### config.mk
export PLATFORM = sky130hd
export DESIGN_NAME = metronome_beat_scheduler_flat
export DESIGN_NICKNAME = d
export VERILOG_FILES = /design/src/rtl/metronome_beat_scheduler_if.sv /design/src/rtl/metronome_beat_scheduler.sv /design/src/flat_wrapper.sv
export SDC_FILE = /design/constraint.sdc
export NUM_CORES = 1
export LEC_CHECK = 0
export CAP_MARGIN = 15
export CORE_MARGIN = 3
export CORE_UTILIZATION = 55
export DETAILED_ROUTE_END_ITERATION = 12
export PLACE_DENSITY = 0.8
export SETUP_SLACK_MARGIN = 0.3
export SYNTH_ARGS = -nofsm -noshare
export SYNTH_HDL_FRONTEND = slang
export SYNTH_SLANG_ARGS = --single-unit
### constraint.sdc
create_clock -name clk -period 3.95 [get_ports clk]
set_clock_uncertainty 0.1 [all_clocks]
set_input_delay 0.5925 -clock clk [delete_from_list [all_inputs] [get_ports clk]]
set_output_delay 0.5925 -clock clk [all_outputs]
set_load 0.01 [all_outputs]
### src/rtl/metronome_beat_scheduler_if.sv
// metronome_beat_scheduler_if: tempo/bar controls in, arm position, beat and click gate out
interface metronome_beat_scheduler_if;
  logic       run;
  logic [2:0] speed;
  logic [2:0] beats_per_bar;
  logic [2:0] arm_pos;
  logic       arm_dir;
  logic       beat_tick;
  logic       beat_accent;
  logic [2:0] beat_idx;
  logic       click;
  logic       click_accent;
  modport master (
    output run, speed, beats_per_bar,
    input  arm_pos, arm_dir, beat_tick, beat_accent, beat_idx, click, click_accent
  );
  modport slave (
    input  run, speed, beats_per_bar,
    output arm_pos, arm_dir, beat_tick, beat_accent, beat_idx, click, click_accent
  );
endinterface

### src/rtl/metronome_beat_scheduler.sv
// metronome_beat_scheduler: sweeps the arm 0..4, fires beats at end stops, tracks bar position, gates clicks
module metronome_beat_scheduler #(
  parameter int STEP1    = 4687500,
  parameter int STEP2    = 4166667,
  parameter int STEP3    = 3750000,
  parameter int STEP4    = 3409091,
  parameter int TICK_LEN = 2500000
) (
  input  logic clk,
  input  logic rst,
  metronome_beat_scheduler_if.slave bus_io
);
  localparam int GW = $clog2(TICK_LEN + 1);
  typedef enum logic [1:0] {IDLE, SWEEP, PAUSE} state_t;
  state_t        state_q, state_d;
  logic [22:0]   cnt_q, cnt_d, lim;
  logic [2:0]    pos_q, pos_d, idx_q, idx_d, pos_n, bpb;
  logic [3:0]    idx_inc;
  logic [GW-1:0] gate_q, gate_d;
  logic          dir_q, dir_d, tick_q, tick_d, acc_q, acc_d, first_q, first_d;
  logic          click_q, click_d, cacc_q, cacc_d;
  logic          valid, step, beat;
  assign valid   = bus_io.speed inside {3'd1, 3'd2, 3'd3, 3'd4};
  assign lim     = bus_io.speed == 3'd1 ? 23'(STEP1 - 1) :
                   bus_io.speed == 3'd2 ? 23'(STEP2 - 1) :
                   bus_io.speed == 3'd3 ? 23'(STEP3 - 1) : 23'(STEP4 - 1);
  // >= rather than == so a switch to a shorter period steps at once
  assign step    = state_q == SWEEP && bus_io.run && valid && cnt_q >= lim;
  assign pos_n   = dir_q ? pos_q + 3'd1 : pos_q - 3'd1;
  assign beat    = step && (pos_n == 3'd0 || pos_n == 3'd4);
  assign bpb     = bus_io.beats_per_bar == 3'd0 ? 3'd4 : bus_io.beats_per_bar;
  assign idx_inc = {1'b0, idx_q} + 4'd1;
  always_comb begin
    state_d = state_q;
    cnt_d   = cnt_q;
    pos_d   = pos_q;
    dir_d   = dir_q;
    first_d = first_q;
    idx_d   = idx_q;
    tick_d  = beat;
    acc_d   = 1'b0;
    case (state_q)
      IDLE:    state_d = bus_io.run ? (valid ? SWEEP : PAUSE) : IDLE;
      SWEEP: begin
        state_d = !bus_io.run ? IDLE : !valid ? PAUSE : SWEEP;
        cnt_d   = step ? 23'd0 : (bus_io.run && valid) ? cnt_q + 23'd1 : cnt_q;
        pos_d   = step ? pos_n : pos_q;
        dir_d   = beat ? !dir_q : dir_q;
      end
      PAUSE:   state_d = !bus_io.run ? IDLE : valid ? SWEEP : PAUSE;
      default: state_d = IDLE;
    endcase
    if (state_d == IDLE) begin
      cnt_d   = 23'd0;
      pos_d   = 3'd2;
      dir_d   = 1'b1;
      first_d = 1'b1;
    end
    if (beat) begin
      first_d = 1'b0;
      idx_d   = (first_q || idx_inc >= {1'b0, bpb}) ? 3'd0 : idx_inc[2:0];
      acc_d   = idx_d == 3'd0;
    end
    gate_d  = beat ? GW'(TICK_LEN) : gate_q != '0 ? gate_q - GW'(1) : gate_q;
    click_d = beat || gate_q > GW'(1);
    cacc_d  = beat ? acc_d : click_d && cacc_q;
  end
  always_ff @(posedge clk or posedge rst) begin
    if (rst) begin
      state_q <= IDLE;
      cnt_q   <= '0;
      pos_q   <= 3'd2;
      dir_q   <= 1'b1;
      tick_q  <= 1'b0;
      acc_q   <= 1'b0;
      idx_q   <= '0;
      first_q <= 1'b1;
      gate_q  <= '0;
      click_q <= 1'b0;
      cacc_q  <= 1'b0;
    end else begin
      state_q <= state_d;
      cnt_q   <= cnt_d;
      pos_q   <= pos_d;
      dir_q   <= dir_d;
      tick_q  <= tick_d;
      acc_q   <= acc_d;
      idx_q   <= idx_d;
      first_q <= first_d;
      gate_q  <= gate_d;
      click_q <= click_d;
      cacc_q  <= cacc_d;
    end
  end
  assign bus_io.arm_pos      = pos_q;
  assign bus_io.arm_dir      = dir_q;
  assign bus_io.beat_tick    = tick_q;
  assign bus_io.beat_accent  = acc_q;
  assign bus_io.beat_idx     = idx_q;
  assign bus_io.click        = click_q;
  assign bus_io.click_accent = cacc_q;
endmodule

### src/flat_wrapper.sv
// flat-port wrapper written by rule: the top's interface ports become plain ports
module metronome_beat_scheduler_flat 
#(
  parameter int STEP1    = 4687500,
  parameter int STEP2    = 4166667,
  parameter int STEP3    = 3750000,
  parameter int STEP4    = 3409091,
  parameter int TICK_LEN = 2500000
)
  (clk, rst, bus_io_run, bus_io_speed, bus_io_beats_per_bar, bus_io_arm_pos, bus_io_arm_dir, bus_io_beat_tick, bus_io_beat_accent, bus_io_beat_idx, bus_io_click, bus_io_click_accent);
  metronome_beat_scheduler_if bus_io_i ();
  input  logic clk;
  input  logic rst;
  input wire logic [$bits(bus_io_i.run)-1:0] bus_io_run;
  input wire logic [$bits(bus_io_i.speed)-1:0] bus_io_speed;
  input wire logic [$bits(bus_io_i.beats_per_bar)-1:0] bus_io_beats_per_bar;
  output wire logic [$bits(bus_io_i.arm_pos)-1:0] bus_io_arm_pos;
  output wire logic [$bits(bus_io_i.arm_dir)-1:0] bus_io_arm_dir;
  output wire logic [$bits(bus_io_i.beat_tick)-1:0] bus_io_beat_tick;
  output wire logic [$bits(bus_io_i.beat_accent)-1:0] bus_io_beat_accent;
  output wire logic [$bits(bus_io_i.beat_idx)-1:0] bus_io_beat_idx;
  output wire logic [$bits(bus_io_i.click)-1:0] bus_io_click;
  output wire logic [$bits(bus_io_i.click_accent)-1:0] bus_io_click_accent;
  assign bus_io_i.run = bus_io_run;
  assign bus_io_i.speed = bus_io_speed;
  assign bus_io_i.beats_per_bar = bus_io_beats_per_bar;
  assign bus_io_arm_pos = bus_io_i.arm_pos;
  assign bus_io_arm_dir = bus_io_i.arm_dir;
  assign bus_io_beat_tick = bus_io_i.beat_tick;
  assign bus_io_beat_accent = bus_io_i.beat_accent;
  assign bus_io_beat_idx = bus_io_i.beat_idx;
  assign bus_io_click = bus_io_i.click;
  assign bus_io_click_accent = bus_io_i.click_accent;
  metronome_beat_scheduler #(.STEP1(STEP1), .STEP2(STEP2), .STEP3(STEP3), .STEP4(STEP4), .TICK_LEN(TICK_LEN)) u_core (.clk(clk), .rst(rst), .bus_io(bus_io_i));
endmodule
==> results.sh, run 1 <==
export IMPL_grt_ovfl_total=0
export IMPL_slew_violations=0
export IMPL_drt_first_pass_iters=4
export IMPL_grt_pass1_vias=2905
export IMPL_clkSlewWorstSetupHoldPaths_ns=0.06
export IMPL_initial_core_util_pct=59.08
export IMPL_netlist_area_um2=3622
export IMPL_root_buffer="clkbuf_8"
export IMPL_cts_setup_buffers=0
export IMPL_synth_avg_cell_area_um2=9.458
export IMPL_power_w=0.001176
export IMPL_viasPerCell=6.004
export IMPL_post_dp_hpwl_um=5783
export IMPL_cts_tree="done"
export IMPL_wl_um=7992
export IMPL_antenna_found_initial=0
export IMPL_grt_pass1_wl_um=13570
export IMPL_maxCapViolations=0
export IMPL_diodes=0
export IMPL_grt_max_degree=36
export IMPL_cp_slowest_stage_delay_ns=0.55
export IMPL_dieWidth_um=87.16
export IMPL_max_freq_ghz=0.2863
export IMPL_worstPathMaxFanout=5
export IMPL_async_flop_share_pct=100.0
export IMPL_portBuffers=19
export IMPL_start_kind="input pin"
export IMPL_synth_edf_count=0
export IMPL_final_common_cell="dfrtp_1"
export IMPL_pre_cts_slack_ns=0.07835
export IMPL_yosys_warnings=0
export IMPL_rows=28
export IMPL_clk_latency_ns=0.35
export IMPL_critPathSlowestCell="clkdlybuf4s50_1"
export IMPL_end_kind="register"
export IMPL_via_count=2954
export IMPL_ys_types=58
export IMPL_dieArea_um2=7596
export IMPL_relSlewSlack_pct=34.84
export IMPL_rsz0062_at_grt="no"
export IMPL_ant_nets=0
export IMPL_place_gp_congestion=0.8727
export IMPL_layout_common_cells="dfrtp_1, nor3_1, nor2_1, nand2_1, xnor2_1"
export IMPL_cellPowerDensity_nw_per_um2=283.4
export IMPL_ir_worst_vdd_uv=232.4
export IMPL_fillCellCount=465
export IMPL_synth_seq_cells=59
export IMPL_finalNetCount=449
export IMPL_worstPathRequired_ns=4.06
export IMPL_cts_buffers=9
export IMPL_final_util_pct=67.65
export IMPL_totalNegativeSetupSlack_ns=0
export IMPL_fin_ws_ns=0.4568
export IMPL_worst_setup_path_type="input pin to register"
export IMPL_routedWlPerCell_um=16.24
export IMPL_worst_pin_slew_ns=0.9751
export IMPL_cp_cell_sequence="clkdlybuf4s50_1 > nor2b_1 > nand2_1 > ha_1 > a21o_1 > a211oi_2 > nor3b_2 > a221oi_2 > o21ai_1 > inv_1 > or4_1"
export IMPL_drcViolationCount=0
export IMPL_clock_sinks=59
export IMPL_p_leak_nw=1.648
export IMPL_syn_instance_count=383
export IMPL_drive_gt1_share_pct=11.03
export IMPL_ys_flop_type="dfrtp_1"
export IMPL_cts_hold_buf=0
export IMPL_syn_nets=419
export IMPL_timing_final_hold_violations=0
export IMPL_cts_buffer_depth=2
export IMPL_syn2layout_area_growth_pct=14.51
export IMPL_yosysSeqAreaShare_pct=40.86
export IMPL_cts_resized=0
export IMPL_min_path_type="register to register"
export IMPL_track_usage_pct=23.14
export IMPL_drt_first_iter_violations=159
export IMPL_htree_num_levels=3
export IMPL_status="completed"
export IMPL_fin_crit_sh_pct=88.44
export IMPL_fin_cells=492
export IMPL_place_inst=477
export IMPL_io_pins=20
export IMPL_crit_arrival_ns=3.61
export IMPL_core_area_um2=6131
export IMPL_die_h_um=87.16
export IMPL_finalSetupViolCount=0
export IMPL_finalCriticalPeriod_ns=3.493
-- worst paths after layout --
path | slack, ns | depth (start not counted) | from | endpoint
max | 0.46 | 11 | bus_io_speed[0] | u_core.bus_io.click
min | 0.41 | 1 | u_core.bus_io.arm_pos[2] | u_core.bus_io.arm_pos[2]
max reg2reg | 1.15 | 8 | u_core.cnt_q[12] | u_core.bus_io.click
min reg2reg | 0.41 | 1 | u_core.bus_io.arm_pos[2] | u_core.bus_io.arm_pos[2]
max in group asynchronous | 2.29 | 3 | rst | u_core.first_q
min in group asynchronous | 0.59 | 2 | rst | u_core.gate_q[12]
-- synthesized netlist by cell type, types with 4 or more instances --
library cell | instances | area share, %
a21o_1 | 4 | 0.83
a21oi_1 | 9 | 1.2
clkbuf_1 | 8 | 0.83
dfrtp_1 | 56 | 39
ha_1 | 26 | 9.0
inv_1 | 21 | 2.2
mux2i_1 | 7 | 1.9
nand2_1 | 32 | 3.3
nand3_1 | 9 | 1.2
nand4_1 | 9 | 1.6
nor2_1 | 35 | 3.6
nor3_1 | 43 | 5.9
nor4_1 | 12 | 2.1
o211ai_1 | 4 | 0.83
o21ai_0 | 5 | 0.69
xnor2_1 | 32 | 7.7
xor2_1 | 8 | 1.9
-- where the power goes --
| group | switching, W | internal, W | total [W] |
|---|---|---|---|
| clock network | 0.000243 | 0.000257 | 0.000499 |
| registers | 0.00000305 | 0.000607 | 0.000610 |
| logic | 0.0000426 | 0.0000241 | 0.0000667 |
-- registers in the layout (all words and copies together) (netlist names) --
signal and count:
u_core.cnt_q 23, u_core.gate_q 22, u_core.bus_io.arm_pos 3, u_core.bus_io.beat_idx 3, u_core.state_q 2, u_core.bus_io.arm_dir 1, u_core.bus_io.beat_accent 1, u_core.bus_io.beat_tick 1
u_core.bus_io.click 1, u_core.bus_io.click_accent 1, u_core.first_q 1
-- critical path: cells and delay by family --
kind            cells  cell delay (ns)
compound gates      4             0.83
buf+inv             2             0.68
fa+ha+maj           1             0.23
simple gates        4             1.28
-- final cells by class --
| type | count | area, um^2 | area share (%) |
|---|---|---|---|
| Multi-Input combinational cell | 293 | 2052 | 49.47 |
| Sequential cell | 59 | 1480 | 35.69 |
| Timing Repair Buffer | 29 | 265.3 | 6.395 |
| Clock buffer | 11 | 151.4 | 3.650 |
| Tap cell | 75 | 93.84 | 2.262 |
| Inverter | 21 | 78.83 | 1.900 |
| Clock inverter | 4 | 26.28 | 0.6335 |
-- through the flow --
step / hold slack, ns / area [um^2]
6_report: 0.4085 / 4148
5_1_grt: 0.4224 / 4148
4_1_cts: 0.4051 / 4123
3_5_place_dp: 0.3894 / 3945
3_3_place_gp: 0.3965 / 3945
2_1_floorplan: 0.3792 / 3622
-- kinds of logic (layout without fill, tap and decap cells) --
group	after synthesis	in the layout	share of synthesized area, %
muxes	8	8	2.245
DFF	59	59	40.86
buffers and inverters	31	65	3.282
adders and majority gates	27	27	9.534
AOI/OAI and AO/OA	44	44	9.154
xor gates and xnor gates	40	40	9.672
and+or+nand+nor	174	174	25.25
-- routing by layer --
metal  part of all wire (%)  GRT usage [%]  wire length (um)  vias to the layer above
met5                      0              0                 0                        -
met4                    1.8          8.508               144                        0
met3                    5.7          6.528               453                       13
met2                     46          35.82              3663                       88
met1                     47          31.06              3731                     1420
li1                       -              -                 -                     1433
No activity file was read; power rests on OpenSTA's default activity.
==> inputs of run 2 (changes only) <==
--- a/config.mk
+++ b/config.mk
@@ -6,7 +6,6 @@
 export NUM_CORES = 1
 export LEC_CHECK = 0
 export CAP_MARGIN = 15
-export CORE_MARGIN = 3
 export CORE_UTILIZATION = 55
 export DETAILED_ROUTE_END_ITERATION = 12
 export PLACE_DENSITY = 0.8
==> results.sh, run 2 (synthesis gave the netlist of run 1 again) <==
export IMPL_cts_hold_buf=0
export IMPL_track_usage_pct=25.76
export IMPL_cp_depth=11
export IMPL_grt_max_degree=43
export IMPL_wl_um=7983
export IMPL_holdWs_ns=0.3940
export IMPL_slew_violations=0
export IMPL_max_freq_ghz=0.2942
export IMPL_portBuffers=19
export IMPL_finalNetCount=448
export IMPL_start_kind="input pin"
export IMPL_clk_latency_ns=0.35
export IMPL_worstPathMaxFanout=5
export IMPL_totalNegativeSetupSlack_ns=0
export IMPL_grt_pass1_vias=2833
export IMPL_power_frac_comb_pct=5.5
export IMPL_finalCriticalPeriod_ns=3.399
export IMPL_worst_pin_slew_ns=0.9464
export IMPL_sw_frac_of_total_pct=24.46
export IMPL_largest_register="u_core.cnt_q"
export IMPL_dieWidth_um=83.16
export IMPL_drive_gt1_share_pct=10.79
export IMPL_clock_sinks=59
export IMPL_crit_arrival_ns=3.52
export IMPL_path_delay_family="simple AND/OR/NAND/NOR gates"
export IMPL_viasPerCell=5.970
export IMPL_timing_final_hold_violations=0
export IMPL_clkSlewWorstSetupHoldPaths_ns=0.07
export IMPL_fin_crit_sh_pct=86.06
export IMPL_reg_largest_list="u_core.cnt_q (23), u_core.gate_q (22)"
export IMPL_core_area_um2=6350
export IMPL_power_switching_w=0.0002880
export IMPL_ir_worst_vdd_uv=247.7
export IMPL_cp_slowest_stage_delay_ns=0.54
export IMPL_cts_setup_buffers=0
export IMPL_io_pins=20
export IMPL_final_common_cell="dfrtp_1"
export IMPL_place_gp_congestion=0.9151
export IMPL_cts_tree="done"
export IMPL_root_buffer="clkbuf_8"
export IMPL_holdPathStages=1
export IMPL_via_count=2949
export IMPL_worstPathRequired_ns=4.07
export IMPL_p_leak_nw=1.639
export IMPL_cts_buffers=9
export IMPL_dieArea_um2=6915
export IMPL_drt_first_iter_violations=187
export IMPL_reg2reg_depth=8
export IMPL_routedWlPerCell_um=16.16
export IMPL_drcViolationCount=0
export IMPL_diodes=0
export IMPL_layout_common_cells="dfrtp_1, nor3_1, nor2_1, nand2_1, xnor2_1"
export IMPL_antenna_found_initial=0
export IMPL_rsz0062_at_grt="no"
export IMPL_relSlewSlack_pct=36.32
export IMPL_critPathSlowestCell="clkdlybuf4s50_1"
export IMPL_cp_cell_sequence="clkdlybuf4s50_1 > nor2b_2 > nand2_1 > ha_1 > a21o_1 > a211oi_2 > nor3b_2 > a221oi_1 > o21ai_1 > inv_1 > or4_1"
export IMPL_p_int_w=0.0008897
export IMPL_cp_num_buf_inv=2
export IMPL_min_path_type="register to register"
export IMPL_p_seq_share_pct=51.7
export IMPL_status="completed"
export IMPL_finalSetupViolCount=0
export IMPL_htree_num_levels=3
export IMPL_grt_ovfl_total=0
export IMPL_syn2layout_area_growth_pct=14.16
export IMPL_cts_buffer_depth=2
export IMPL_post_dp_hpwl_um=5798
export IMPL_critPathLaunch="bus_io_speed[0]"
export IMPL_worst_setup_path_type="input pin to register"
export IMPL_end_kind="register"
export IMPL_maxCapViolations=0
export IMPL_p_clk_share_pct=42.8
export IMPL_initial_core_util_pct=57.04
export IMPL_grt_pass1_wl_um=14000
export IMPL_drt_first_pass_iters=5
export IMPL_cellPowerDensity_nw_per_um2=284.8
export IMPL_r2r_start="u_core.gate_q[0]"
export IMPL_rows=29
export IMPL_ant_nets=0
export IMPL_die_h_um=83.16
export IMPL_largest_reg_flops=23
export IMPL_min_from="u_core.bus_io.arm_pos[2]"
==> run 2: metrics by stage <==
stage,util (%),setup WS [ns],area (um^2),cells,power [W]
after global routing,65.12,0.3599,4135,494,0.001227
final,65.12,0.5506,4135,494,0.001178
after CTS,64.89,0.3664,4120,494,0.001187
after detailed placement,62.05,0.02177,3940,478,0.0006845
after global placement,62.05,0.2520,3940,478,0.0006816
after floorplan,-,0.9652,3622,383,0.0006603
==> run 2: per-layer routing <==
layer	wire, um	up-vias	GRT usage [%]
met4	148	0	9.561
li1	-	1434	-
met2	3791	58	39.94
met1	3721	1444	35.12
met3	322	13	6.262
met5	0	-	0
==> run 2: final timing paths <==
| kind | end | slack [ns] |
|---|---|---|
| worst max-delay path | u_core.bus_io.click | 0.55 |
| worst min-delay path | u_core.bus_io.arm_pos[2] | 0.39 |
| worst max register to register | u_core.gate_q[3] | 1.14 |
| worst min register to register | u_core.bus_io.arm_pos[2] | 0.39 |
| max in group asynchronous | u_core.first_q | 2.47 |
| min in group asynchronous | u_core.bus_io.arm_pos[2] | 0.43 |
==> run 2: final cells by class <==
| type | instances | area (um^2) |
|---|---|---|
| Sequential cell | 59 | 1480 |
| Multi-Input combinational cell | 293 | 2042 |
| Inverter | 21 | 78.83 |
| Clock buffer | 12 | 155.1 |
| Clock inverter | 4 | 25.02 |
| Tap cell | 77 | 96.34 |
| Fill cell | 503 | 2215 |
| Timing Repair Buffer | 28 | 257.7 |
==> run 2: timing repair <==
item | in CTS | in global routing
setup endpoints to repair | 0 | 7
gates resized for setup | 0 | 4
hold endpoints to repair | 0 | 0
==> run 2: power by group through the flow <==
stage	logic, W	registers, W	clock network [W]
floorplan	0.0000405	0.000620	0
global placement	0.0000613	0.000620	0
detailed placement	0.0000642	0.000620	0
CTS	0.0000650	0.000609	0.000512
global route	0.0000749	0.000609	0.000543
finish	0.0000646	0.000609	0.000504
==> inputs of run 3 (changes only) <==
--- a/config.mk
+++ b/config.mk
@@ -8,6 +8,7 @@
 export CAP_MARGIN = 15
 export CORE_UTILIZATION = 55
 export DETAILED_ROUTE_END_ITERATION = 12
+export MAX_ROUTING_LAYER = met4
 export PLACE_DENSITY = 0.8
 export SETUP_SLACK_MARGIN = 0.3
 export SYNTH_ARGS = -nofsm -noshare
==> results.sh, run 3 (synthesis gave the netlist of run 1 again) <==
export IMPL_clock_sinks=59
export IMPL_critical_path_most_common_cell="inv_1"
export IMPL_cts_tree="done"
export IMPL_p_leak_nw=1.638
export IMPL_ant_nets=0
export IMPL_place_gp_congestion=0.9311
export IMPL_fillCellCount=503
export IMPL_totalNegativeSetupSlack_ns=0
export IMPL_die_h_um=83.16
export IMPL_cts_setup_buffers=0
export IMPL_root_buffer="clkbuf_8"
export IMPL_largest_register="u_core.cnt_q"
export IMPL_ir_worst_vdd_uv=247.0
export IMPL_reg2reg_depth=8
export IMPL_largest_reg_flops=23
export IMPL_syn2layout_area_growth_pct=14.09
export IMPL_finalSetupViolCount=0
export IMPL_final_common_cell="dfrtp_1"
export IMPL_path_delay_family="simple AND/OR/NAND/NOR gates"
export IMPL_fin_crit_sh_pct=87.22
export IMPL_dieWidth_um=83.16
export IMPL_rsz0062_at_grt="no"
export IMPL_grt_pass1_wl_um=13990
export IMPL_via_count=2952
export IMPL_grt_max_degree=43
export IMPL_crit_arrival_ns=3.57
export IMPL_htree_num_levels=3
export IMPL_clk_latency_ns=0.35
export IMPL_drive_gt1_share_pct=10.55
export IMPL_worstPathRequired_ns=4.07
export IMPL_cts_hold_buf=0
export IMPL_grt_pass1_vias=2832
export IMPL_critPathSlowestCell="or4_1"
export IMPL_drt_first_pass_iters=4
export IMPL_routedWlPerCell_um=16.20
export IMPL_core_area_um2=6350
export IMPL_portBuffers=19
export IMPL_clkSlewWorstSetupHoldPaths_ns=0.07
export IMPL_cp_slowest_stage_delay_ns=0.53
export IMPL_holdPathStages=1
export IMPL_reg_largest_list="u_core.cnt_q (23), u_core.gate_q (22)"
export IMPL_cts_buffer_depth=2
export IMPL_slew_violations=0
export IMPL_relSlewSlack_pct=37.29
export IMPL_cp_depth=11
export IMPL_cts_buffers=9
export IMPL_post_dp_hpwl_um=5798
export IMPL_dieArea_um2=6915
export IMPL_diodes=0
export IMPL_track_usage_pct=26.47
export IMPL_cellPowerDensity_nw_per_um2=284.8
export IMPL_maxCapViolations=0
export IMPL_end_kind="register"
export IMPL_min_path_type="register to register"
export IMPL_layout_common_cells="dfrtp_1, nor3_1, nor2_1, nand2_1, xnor2_1"
export IMPL_io_pins=20
export IMPL_timing_final_hold_violations=0
export IMPL_wl_um=8002
export IMPL_drcViolationCount=0
export IMPL_status="completed"
export IMPL_viasPerCell=5.976
export IMPL_max_freq_ghz=0.2903
export IMPL_worst_setup_path_type="input pin to register"
export IMPL_finalNetCount=448
export IMPL_initial_core_util_pct=57.04
export IMPL_drt_first_iter_violations=175
export IMPL_cp_num_buf_inv=3
export IMPL_worst_pin_slew_ns=0.9320
export IMPL_worstPathMaxFanout=6
export IMPL_grt_ovfl_total=0
export IMPL_final_cell_area_um2=4133
export IMPL_start_kind="input pin"
export IMPL_place_area_um2=3940
export IMPL_cp_cell_sequence="clkdlybuf4s50_1 > nor2b_1 > inv_1 > ha_1 > a21o_1 > a211oi_2 > nor3b_2 > a221oi_1 > o21ai_1 > inv_1 > or4_1"
export IMPL_rows=29
export IMPL_finalCriticalPeriod_ns=3.445
export IMPL_antenna_found_initial=0
run 3: cell count changes in the layout (fill, tap and decap cells not counted):
cell,change
nor2b_1,+1
nor2b_2,-1
run 3: layout make-up:
cell class                      count  area, um^2  area share, %
Clock buffer                       12       155.1          3.754
Tap cell                           77       96.34          2.331
Clock inverter                      4       25.02         0.6055
Multi-Input combinational cell    293        2039          49.35
Sequential cell                    59        1480          35.82
Timing Repair Buffer               28       257.7          6.237
Inverter                           21       78.83          1.907
run 3: metrics by stage:
| step | total power [W] | hold slack [ns] | std cells | setup WS [ns] | utilization [%] |
|---|---|---|---|---|---|
| floorplan | 0.0006603 | 0.3792 | 383 | 0.9652 | - |
| global placement | 0.0006816 | 0.3643 | 478 | 0.2520 | 62.05 |
| detailed placement | 0.0006845 | 0.3838 | 478 | 0.02177 | 62.05 |
| CTS | 0.001187 | 0.3932 | 494 | 0.3664 | 64.89 |
| global route | 0.001229 | 0.4014 | 494 | 0.3191 | 65.08 |
| finish | 0.001177 | 0.3911 | 494 | 0.5048 | 65.08 |
run 3: timing repair:
action | 4_1_cts | 5_1_grt
hold endpoints to repair | 0 | 0
resized for setup | 0 | 3
setup endpoints to repair | 0 | 6
run 3: routing by layer:
layer  vias up  GRT usage, %  wire length [um]
met5         -             -                 0
met4         0         9.561               155
met3        14         6.262               307
met2        61         40.09              3798
met1      1443         34.86              3741
li1       1434             -                 -
run 3: final timing paths:
check                                               from                        to  slack (ns)
worst max-delay path                     bus_io_speed[2]       u_core.bus_io.click        0.50
worst min-delay path            u_core.bus_io.arm_pos[2]  u_core.bus_io.arm_pos[2]        0.39
worst max register to register          u_core.gate_q[0]          u_core.gate_q[3]        1.15
worst min register to register  u_core.bus_io.arm_pos[2]  u_core.bus_io.arm_pos[2]        0.39
max in group asynchronous                            rst            u_core.first_q        2.45
min in group asynchronous                            rst  u_core.bus_io.arm_pos[2]        0.43
run 3: worst register-to-register path: stages, from the launching register on:
cell and delay, ns:
dfrtp_1 0.42, inv_1 0.11, ha_1 0.21, nor4b_2 0.51
nand4_1 0.33, nor3_1 0.60, nor4_1 0.17, xnor2_1 0.19
nor2_1 0.05
run 3: power by group:
part / total (W) / leakage, nW / internal [W] / switching, W
clock network: 0.000503 / 0.0884 / 0.000259 / 0.000244
logic: 0.0000645 / 0.845 / 0.0000235 / 0.0000410
registers: 0.000609 / 0.704 / 0.000607 / 0.00000281
total: 0.00118 / 1.64 / 0.000890 / 0.000288
